**src/rtl/seg_display_arb_pkg.sv**
```systemverilog
// Shared constants and state type for the time-shared hex display arbiter.
package seg_display_arb_pkg;

    localparam int N_REQ  = 4;
    localparam int DATA_W = 32;

    typedef enum logic {
        IDLE = 1'b0,
        HOLD = 1'b1
    } arb_state_t;

endpackage

```
**src/rtl/seg_display_arb_rr_pick4.sv**
```systemverilog
// Combinational 4-way round-robin search: first asserted request at or after rr.
module rr_pick4
(
    input  logic [3:0] req,
    input  logic [1:0] rr,
    output logic       any,
    output logic [1:0] idx
);

    logic [1:0] cand;

    // Walk from the farthest slot back to rr so the nearest hit is assigned last.
    always_comb begin
        any  = 1'b0;
        idx  = 2'd0;
        cand = 2'd0;
        for (int k = 3; k >= 0; k--) begin
            cand = rr + 2'(k);
            if (req[cand]) begin
                any = 1'b1;
                idx = cand;
            end
        end
    end

endmodule

```
**src/rtl/seg_display_arb.sv**
```systemverilog
// Round-robin owner of the 8-digit hex display with per-owner dwell time;
// also generates the digit scan, and swaps data only at frame boundaries.
module seg_display_arb
    import seg_display_arb_pkg::*;
#(
    parameter int SCAN_DIV = 50000,
    parameter int DWELL    = 64
)
(
    input  logic                    clk,
    input  logic                    rst_n,
    input  logic [N_REQ-1:0]        req,
    input  logic [N_REQ*DATA_W-1:0] req_data,
    output logic [N_REQ-1:0]        gnt,
    output logic [DATA_W-1:0]       disp_data,
    output logic                    disp_blank,
    output logic [2:0]              digit_sel,
    output logic                    scan_tick
);

    localparam int SC_W = $clog2(SCAN_DIV);
    localparam int DW_W = (DWELL > 1) ? $clog2(DWELL) : 1;

    logic [SC_W-1:0]   sc;
    logic [1:0]        rr, rr_next;
    logic [DW_W-1:0]   dwell, dwell_next;
    arb_state_t        state, state_next;
    logic [N_REQ-1:0]  gnt_next;
    logic [DATA_W-1:0] data_next;
    logic              blank_next;
    logic              frame_end;
    logic              pick_any;
    logic [1:0]        pick_idx;
    logic [1:0]        owner_idx;
    logic              owner_req;
    logic              others_req;
    logic              grant_new;

    always_ff @(posedge clk or negedge rst_n) begin
        if (!rst_n) begin
            sc        <= '0;
            scan_tick <= 1'b0;
            digit_sel <= 3'd0;
        end else begin
            scan_tick <= (sc == SC_W'(SCAN_DIV - 1));
            sc        <= (sc == SC_W'(SCAN_DIV - 1)) ? '0 : sc + SC_W'(1);
            if (scan_tick)
                digit_sel <= digit_sel + 3'd1;
        end
    end

    assign frame_end = scan_tick && (digit_sel == 3'd7);

    rr_pick4 u_pick (
        .req (req),
        .rr  (rr),
        .any (pick_any),
        .idx (pick_idx)
    );

    always_comb begin
        owner_idx = 2'd0;
        for (int i = 0; i < N_REQ; i++)
            if (gnt[i])
                owner_idx = 2'(i);
    end

    assign owner_req  = |(req & gnt);
    assign others_req = |(req & ~gnt);

    always_comb begin
        state_next = state;
        gnt_next   = gnt;
        data_next  = disp_data;
        blank_next = disp_blank;
        rr_next    = rr;
        dwell_next = dwell;
        grant_new  = 1'b0;
        if (frame_end) begin
            unique case (state)
                IDLE: grant_new = pick_any;
                HOLD: begin
                    if (!owner_req) begin
                        if (others_req) begin
                            grant_new = 1'b1;
                        end else begin
                            gnt_next   = '0;
                            blank_next = 1'b1;
                            state_next = IDLE;
                        end
                    end else if (dwell != '0) begin
                        dwell_next = dwell - DW_W'(1);
                        data_next  = req_data[int'(owner_idx)*DATA_W +: DATA_W];
                    end else if (others_req) begin
                        grant_new = 1'b1;
                    end else begin
                        data_next = req_data[int'(owner_idx)*DATA_W +: DATA_W];
                    end
                end
                default: state_next = IDLE;
            endcase
            // rr sits just past the owner, so the search only returns the owner last.
            if (grant_new) begin
                gnt_next   = N_REQ'(1) << pick_idx;
                data_next  = req_data[int'(pick_idx)*DATA_W +: DATA_W];
                blank_next = 1'b0;
                dwell_next = DW_W'(DWELL - 1);
                rr_next    = pick_idx + 2'd1;
                state_next = HOLD;
            end
        end
    end

    always_ff @(posedge clk or negedge rst_n) begin
        if (!rst_n) begin
            state      <= IDLE;
            gnt        <= '0;
            disp_data  <= '0;
            disp_blank <= 1'b1;
            rr         <= 2'd0;
            dwell      <= '0;
        end else begin
            state      <= state_next;
            gnt        <= gnt_next;
            disp_data  <= data_next;
            disp_blank <= blank_next;
            rr         <= rr_next;
            dwell      <= dwell_next;
        end
    end

endmodule

```
**config.mk**
```make
export PLATFORM = sky130hd
export DESIGN_NAME = seg_display_arb
export DESIGN_NICKNAME = d
export VERILOG_FILES = /design/src/rtl/seg_display_arb_pkg.sv /design/src/rtl/seg_display_arb_rr_pick4.sv /design/src/rtl/seg_display_arb.sv
export SDC_FILE = /design/constraint.sdc
export NUM_CORES = 1
export LEC_CHECK = 0
export ABC_AREA = 1
export BUFFER_PORTS_ARGS = -buffer_cell sky130_fd_sc_hd__buf_2
export CORE_ASPECT_RATIO = 1.5
export CORE_MARGIN = 2
export CORE_UTILIZATION = 51
export CTS_CLUSTER_DIAMETER = 40
export DETAILED_ROUTE_END_ITERATION = 10
export GPL_TIMING_DRIVEN = 0
export HOLD_SLACK_MARGIN = 0.1
export PLACE_DENSITY = 0.81
export SYNTH_ARGS = -nofsm -noshare
export SYNTH_HDL_FRONTEND = slang
export SYNTH_HIERARCHICAL = 1
export SYNTH_SLANG_ARGS = --single-unit
```
**constraint.sdc**
```tcl
create_clock -name clk -period 2.4 [get_ports clk]
set_input_delay 0.36 -clock clk [delete_from_list [all_inputs] [get_ports clk]]
set_output_delay 0.36 -clock clk [all_outputs]
set_load 0.05 [all_outputs]
```
# [Yosys cells after proc, flatten, opt, wreduce, memory -nomap -nowiden]
# Index checks and enable logic that the tools add are counted.
# W data, S select, Z words.
[classes] add_sub_neg=7 order_cmp=4 eq_ne=5 n_shift=3 n_mux=45 bitwise_logic=4 reduce_logical=11
[op_table] cell="$shiftx A128 B8 Y32" count=2
[op_table] cell="$mux W32" count=5
[op_table] cell="$mux W6" count=4
[op_table] cell="$mux W1" count=20
[op_table] cell="$add A16 B1 Y16 const B" count=1
[op_table] cell="$eq A16 B16 Y1 const B" count=1
[op_table] cell="$mux W16" count=1
[op_table] cell="$mux W4" count=4
[op_table] cell="$lt A2 B3 Y1 const B" count=4
[op_table] cell="$mux W2" count=6
[op_table] cell="$reduce_and A4 Y1" count=3
[op_table] cell="$and A4 B4 Y4" count=2
[op_table] cell="$bmux W1 S2" count=4
[op_table] cell="$reduce_or A4 Y1" count=2
[op_table] cell="$reduce_bool A2 Y1" count=3
[op_table] cell="$reduce_bool A6 Y1" count=1
[op_table] cell="$sub A6 B1 Y6 const B" count=1
[op_table] cell="$add A2 B1 Y2 const B" count=2
[op_table] cell="$add A2 B2 Y2 const B" count=2
[op_table] cell="$ne A2 B1 Y1 const B" count=2
[op_table] cell="$not A4 Y4" count=1
[op_table] cell="$shl A1 B2 Y4 const A" count=1
[op_table] cell="$add A3 B1 Y3 const B" count=1
[op_table] cell="$eq A3 B3 Y1 const B" count=1
[op_table] cell="5 further kinds" count=5
[totals] ff_bits=66 inputBits=134 out_inout_bits=41 elab_cells=88

# [Longest topological paths before layout]
[depth] ltp_word=11 ltp_mapped=18 ltp_nobuf=17

# [Cells and area by module]
# Netlist, hierarchy kept.
[by_module_without_submodules] module="seg_display_arb" n_inst=1 cells_each=736 area_each_um2=4803.4
[by_module_without_submodules] module="rr_pick4" n_inst=1 cells_each=46 area_each_um2=212.7

# [Worst setup path before layout]
# OpenSTA, ideal clock, no wires.
[synth_path] path_kind="flip-flop to flip-flop" startpoint="register rr[0]" endpoint="register disp_data[10]" arrival_time_ns=1.846 setup_slack_ns=0.436 path_stages_with_launch=19 n_path_buf=3 period_less_slack_ns=1.964 cell_sequence="dfrtp_1 > buf_6 > nand2_2 > and2_4 > nand2_2 > nand2_2 > clkinv_2 > nand2_1 > nand2_1 > nand2_1 > inv_1 > nand2_2 > buf_4 > buf_4 > nand3_1 > nand3_1 > nand2_1 > nand2_1 > nand2_1"
[synth_lines] element="start: declaration" line_no="seg_display_arb.sv:25" rtl="logic [1:0] rr, rr_next;"
[synth_lines] element="start signal: assignment" line_no="seg_display_arb.sv:127" rtl="rr <= rr_next;"
[synth_lines] element="$add A2 B2 Y2" line_no="seg_display_arb_rr_pick4.sv:18" rtl="cand = rr + 2'(k);"
[synth_lines] element="$bmux W1 S2" line_no="seg_display_arb_rr_pick4.sv:19" rtl="if (req[cand]) begin"
[synth_lines] element="$mux W1 (implied by the code)" line_no="seg_display_arb_rr_pick4.sv:19"
[synth_lines] element="$mux W2 (3 in a row)" line_no="seg_display_arb_rr_pick4.sv:19"
[synth_lines] element="$mux W2 (*)" line_no="seg_display_arb_rr_pick4.sv:19"
[synth_lines] element="net pick_idx[0]" line_no="seg_display_arb.sv:33" rtl="logic [1:0] pick_idx;"
[synth_lines] element="$shiftx A128 B8 Y32 (*)" line_no="seg_display_arb.sv:105" rtl="data_next = req_data[int'(pick_idx)*DATA_W +: DATA_W];"
[synth_lines] element="$mux W32 (*)" line_no="seg_display_arb.sv:103" rtl="if (grant_new) begin"
[synth_lines] element="end signal: assignment" line_no="seg_display_arb.sv:125" rtl="disp_data <= data_next;"
[synth_lines] element="end: declaration" line_no="seg_display_arb.sv:15" rtl="output logic [DATA_W-1:0] disp_data,"
# The timed path passes the listed nets; every way through them passes the cells marked *. The select of a mux whose other input is x is not followed.
# A chain may end at the register's enable or synchronous reset.

# [Worst setup path after layout]
[layout_path] startpoint="register rr[0]" endpoint="register disp_data[30]"
[layout_via] elab_chain_cells=11
[layout_lines] element="$add A2 B2 Y2" line_no="seg_display_arb_rr_pick4.sv:18"
[layout_lines] element="$bmux W1 S2" line_no="seg_display_arb_rr_pick4.sv:19"
[layout_lines] element="$mux W1 (implied by the code)" line_no="seg_display_arb_rr_pick4.sv:19"
[layout_lines] element="$mux W1 (3 in a row)" line_no="seg_display_arb_rr_pick4.sv:19"
[layout_lines] element="$mux W1 (*)" line_no="seg_display_arb_rr_pick4.sv:19"
[layout_lines] element="net pick_any" line_no="seg_display_arb.sv:32" rtl="logic pick_any;"
[layout_lines] element="$pmux W1 S2 (*)" line_no="seg_display_arb.sv:80" rtl="unique case (state)"
[layout_lines] element="$mux W1 (*)" line_no="seg_display_arb.sv:79" rtl="if (frame_end) begin"
[layout_lines] element="$ne A3 B1 Y1 (no source line) / $reduce_bool A2 Y1 (equally long branches)"
[layout_lines] element="$reduce_and A4 Y1 (no source line)"
# Marks and branches as above.

==> summary.txt <==
Status
  • Status: completed

Routing
  • Wire length per cell: 12.8 um
  • Vias per cell: 5.05
  • DRC: 0
  • Highest Signal Layer: met4
  • Routed Wire Length: 13,900 um
  • Wl on met1: 5640 um
  • Drt pass-1 iters: 5
  • Via count: 5,492
  • Wire length on met2: 6940 um
  • Met3 Wirelength: 834 um
  • Final ANT Viol Nets: 0
  • DR iter-0 viols: 262

Timing
  • Setup TNS: 0 ps
  • Setup-failing EPs final: 0
  • Final worst setup slack: 206 ps
  • Worst slew margin: 40.9%
  • Worst slew pin tran: 879 ps
  • Slew Limit Fails: 0
  • Setup Skew: 7.78 ps
  • Achievable Freq: 0.456 GHz
  • Min Tclk post-route: 2190 ps
  • Fin. Hold Viols: 0
  • RSZ-0062 raised after global routing: false
  • Tcrit/Tclk final: 91.4%

Logic synthesis
  • FF+latch count, synth: 66
  • Most frequently used flop master after synthesis: dfrtp_1
  • Asr flop ratio synth: 100%
  • Synth warn: 6
  • Syn_nets: 924
  • EDFF count, synth: 0
  • Syn Area/Cell: 6.41 um^2
  • Cell count after synthesis: 782
  • Post-synthesis sequential area ratio: 33.0%
  • Mapped cell area: 0.00502 mm^2
  • Unique masters post-synth: 36

Finish
  • Final nets: 1,109
  • Final Non-Filler Cells: 1,087
  • Syn-to-layout area delta: 26.7%
  • Ant. Diodes: 0
  • Fraction of final layout cells with drive strength greater than 1: 27.2%

Placed design
  • # placed instances: 1,071
  • RePlAce Congestion: 0.898
  • DP Wirelength: 10,500 um
  • Setup slack at placement: 98.1 ps
  • Count of buffers from port buffering: 174

Global route
  • Initial antenna violation count: 0
  • First-pass GRT wire length: 23,000 um
  • Maximum number of pins on one net before global-route repair: 67
  • Total track usage: 26.4%
  • Total gr overflow: 0
  • Vias in the first global route: 5,167

Setup path
  • CP endpoint kind: flip-flop
  • Start point of the critical path: rr[0]
  • Critical path buffers and inverters: 2
  • CP Data Arrival Time: 2460 ps
  • CP Class: reg2reg
  • Data required, critical path: 2670 ps
  • Startpoint types: flip-flop
  • Delay-heaviest family, CP: simple AND/OR/NAND/NOR gates
  • CP max FO: 10
  • CP max-delay cell: dfrtp_1
  • RR Startpoint: rr[0]
  • Critical path, cell by cell: buf_6, nand2_2, and2_4, a21oi_1, nand2_1, nand2_1, nand3_1, buf_2, nand3_1, nand3_1, nand2_1, nand2_1, nand2_1
  • Most used cell, CP: nand2_1
  • CP max stage delay: 400 ps

Power and ir drop
  • Total Power: 0.00287 W
  • Maximum VDD drop: 0.478 mV
  • Pwr Density: 452 mW/mm^2
  • Leak: 4.07 nW

CTS
  • H-tree depth: 3
  • # hold bufs at CTS: 0
  • CTS tree: done
  • Sink Count: 66
  • Total CTS buffers: 9
  • CTS Buffer Depth: 2
  • CTS root buffer: clkbuf_16
  • Clk slew on worst S/H paths: 60 ps
  • Skew-Pair Late Insertion Delay: 330 ps

Floorplanning
  • Initial Util: 52.1%
  • DIE AREA: 0.0107 mm^2
  • Chip width: 85.0 um
  • Io pins: 175
  • Placement Rows: 44
  • Die height: 125 um
  • Core area: 0.00963 mm^2

Run
  • # Max-Cap Violations: 0

Hold path
  • Worst min-delay path class: in2async
layer usage:
layer  GRT usage (%)  vias up
met5               0        -
met4            11.0        0
met3            4.29       39
met2            46.7      197
met1            31.1     2484
li1                -     2772
cell usage after synthesis (2+ instances only):
cell type  number  area share, %
a21oi_1         3           0.30
a31oi_1         3           0.37
buf_2          21            2.1
buf_4           8            1.2
buf_6           9            2.0
dfrtp_1        65             32
ha_1            8            2.0
inv_1         168             13
inv_2           7           0.52
mux2_2          3           0.67
nand2_1       215             16
nand2_2        11            1.4
nand2_4         3           0.67
nand3_1       182             18
nand4_1         4           0.50
nor2_1         19            1.4
nor2_2          2           0.25
nor3_1          9           0.90
o21ai_0        13            1.3
o21ai_1         4           0.40
o22ai_1         2           0.25
xnor2_1         2           0.35
xor2_1          8            1.4
power by group:
group          internal, W  total (W)  leakage, nW  switching, W
registers          0.00111    0.00111        0.884             0
clock network     0.000781    0.00125        0.143      0.000471
logic             0.000225   0.000508         3.05      0.000283
registers in the layout (all words and copies together), names as in the netlist:
name        flops
disp_data      32
sc             16
dwell           6
gnt             4
digit_sel       3
rr              2
disp_blank      1
scan_tick       1
state           1
per-stage QoR:
step	hold WS [ps]	instance area (um^2)	util (%)
final	128	6360	66.0
after global routing	209	6360	66.0
after CTS	175	6320	65.6
after detailed placement	454	6030	62.6
after global placement	452	6030	62.6
after floorplan	64.4	5020	-
what timing repair did:
item                                    CTS  global route
endpoints found under the setup margin    0            32
setup buffers                             0             0
gates resized for setup                   0            14
path summary, 6_finish.rpt:
check	depth (start not counted)	slack, ps	endpoint
setup / recovery	13	210	disp_data[30]
hold / removal	1	130	disp_data[31]
setup reg to reg	13	210	disp_data[30]
hold reg to reg	1	470	sc[0]
max in group asynchronous	1	1700	disp_data[25]
min in group clk	7	410	disp_data[17]
worst register-to-register path: stages (launching register included):
cell and delay (ps):
dfrtp_1 400, buf_6 160, nand2_2 70, and2_4 160, a21oi_1 110, nand2_1 110, nand2_1 200, nand3_1 280
buf_2 290, nand3_1 100, nand3_1 70, nand2_1 90, nand2_1 50, nand2_1 50
cells by family after synthesis:
| logic type | Yosys count | synth area share [%] |
|---|---|---|
| xor+xnor | 10 | 1.75 |
| compound gates | 29 | 3.27 |
| simple gates | 451 | 40.7 |
| mux | 3 | 0.673 |
| buf+inv | 215 | 18.6 |
| flops | 66 | 33.0 |
| fa+ha+maj | 8 | 2.00 |
layout by cell type (no fill, tap or decap), types with 2 or more instances in the layout:
cell         n
xor2_1       8
inv_1      168
buf_6       13
nor2_1      19
nand2_4      3
clkbuf_4     5
clkbuf_1     2
o21ai_1      4
o22ai_1      2
clkbuf_8     3
nand2_1    213
a31oi_1      3
buf_4        6
a21oi_1      3
xnor2_1      2
nand2_2     13
clkinv_2     3
inv_2        7
ha_1         8
o21ai_0     13
nor3_1       9
nor2_2       2
nand3_1    182
nand4_1      4
mux2_2       3
dfrtp_1     65
buf_2      188
clkbuf_16    9
area by class of cell:
cell class              instances  area (um^2)
clock buffers                  14          274
inverters                     177          668
flip-flops and latches         66         1650
clock inverters                 2         10.0
plain buffers                  38          297
multi-input cells             501         2440
fillers                       892         3280
well taps                     115          144
repair buffers                174          873
No activity file was read; power rests on OpenSTA's default activity.
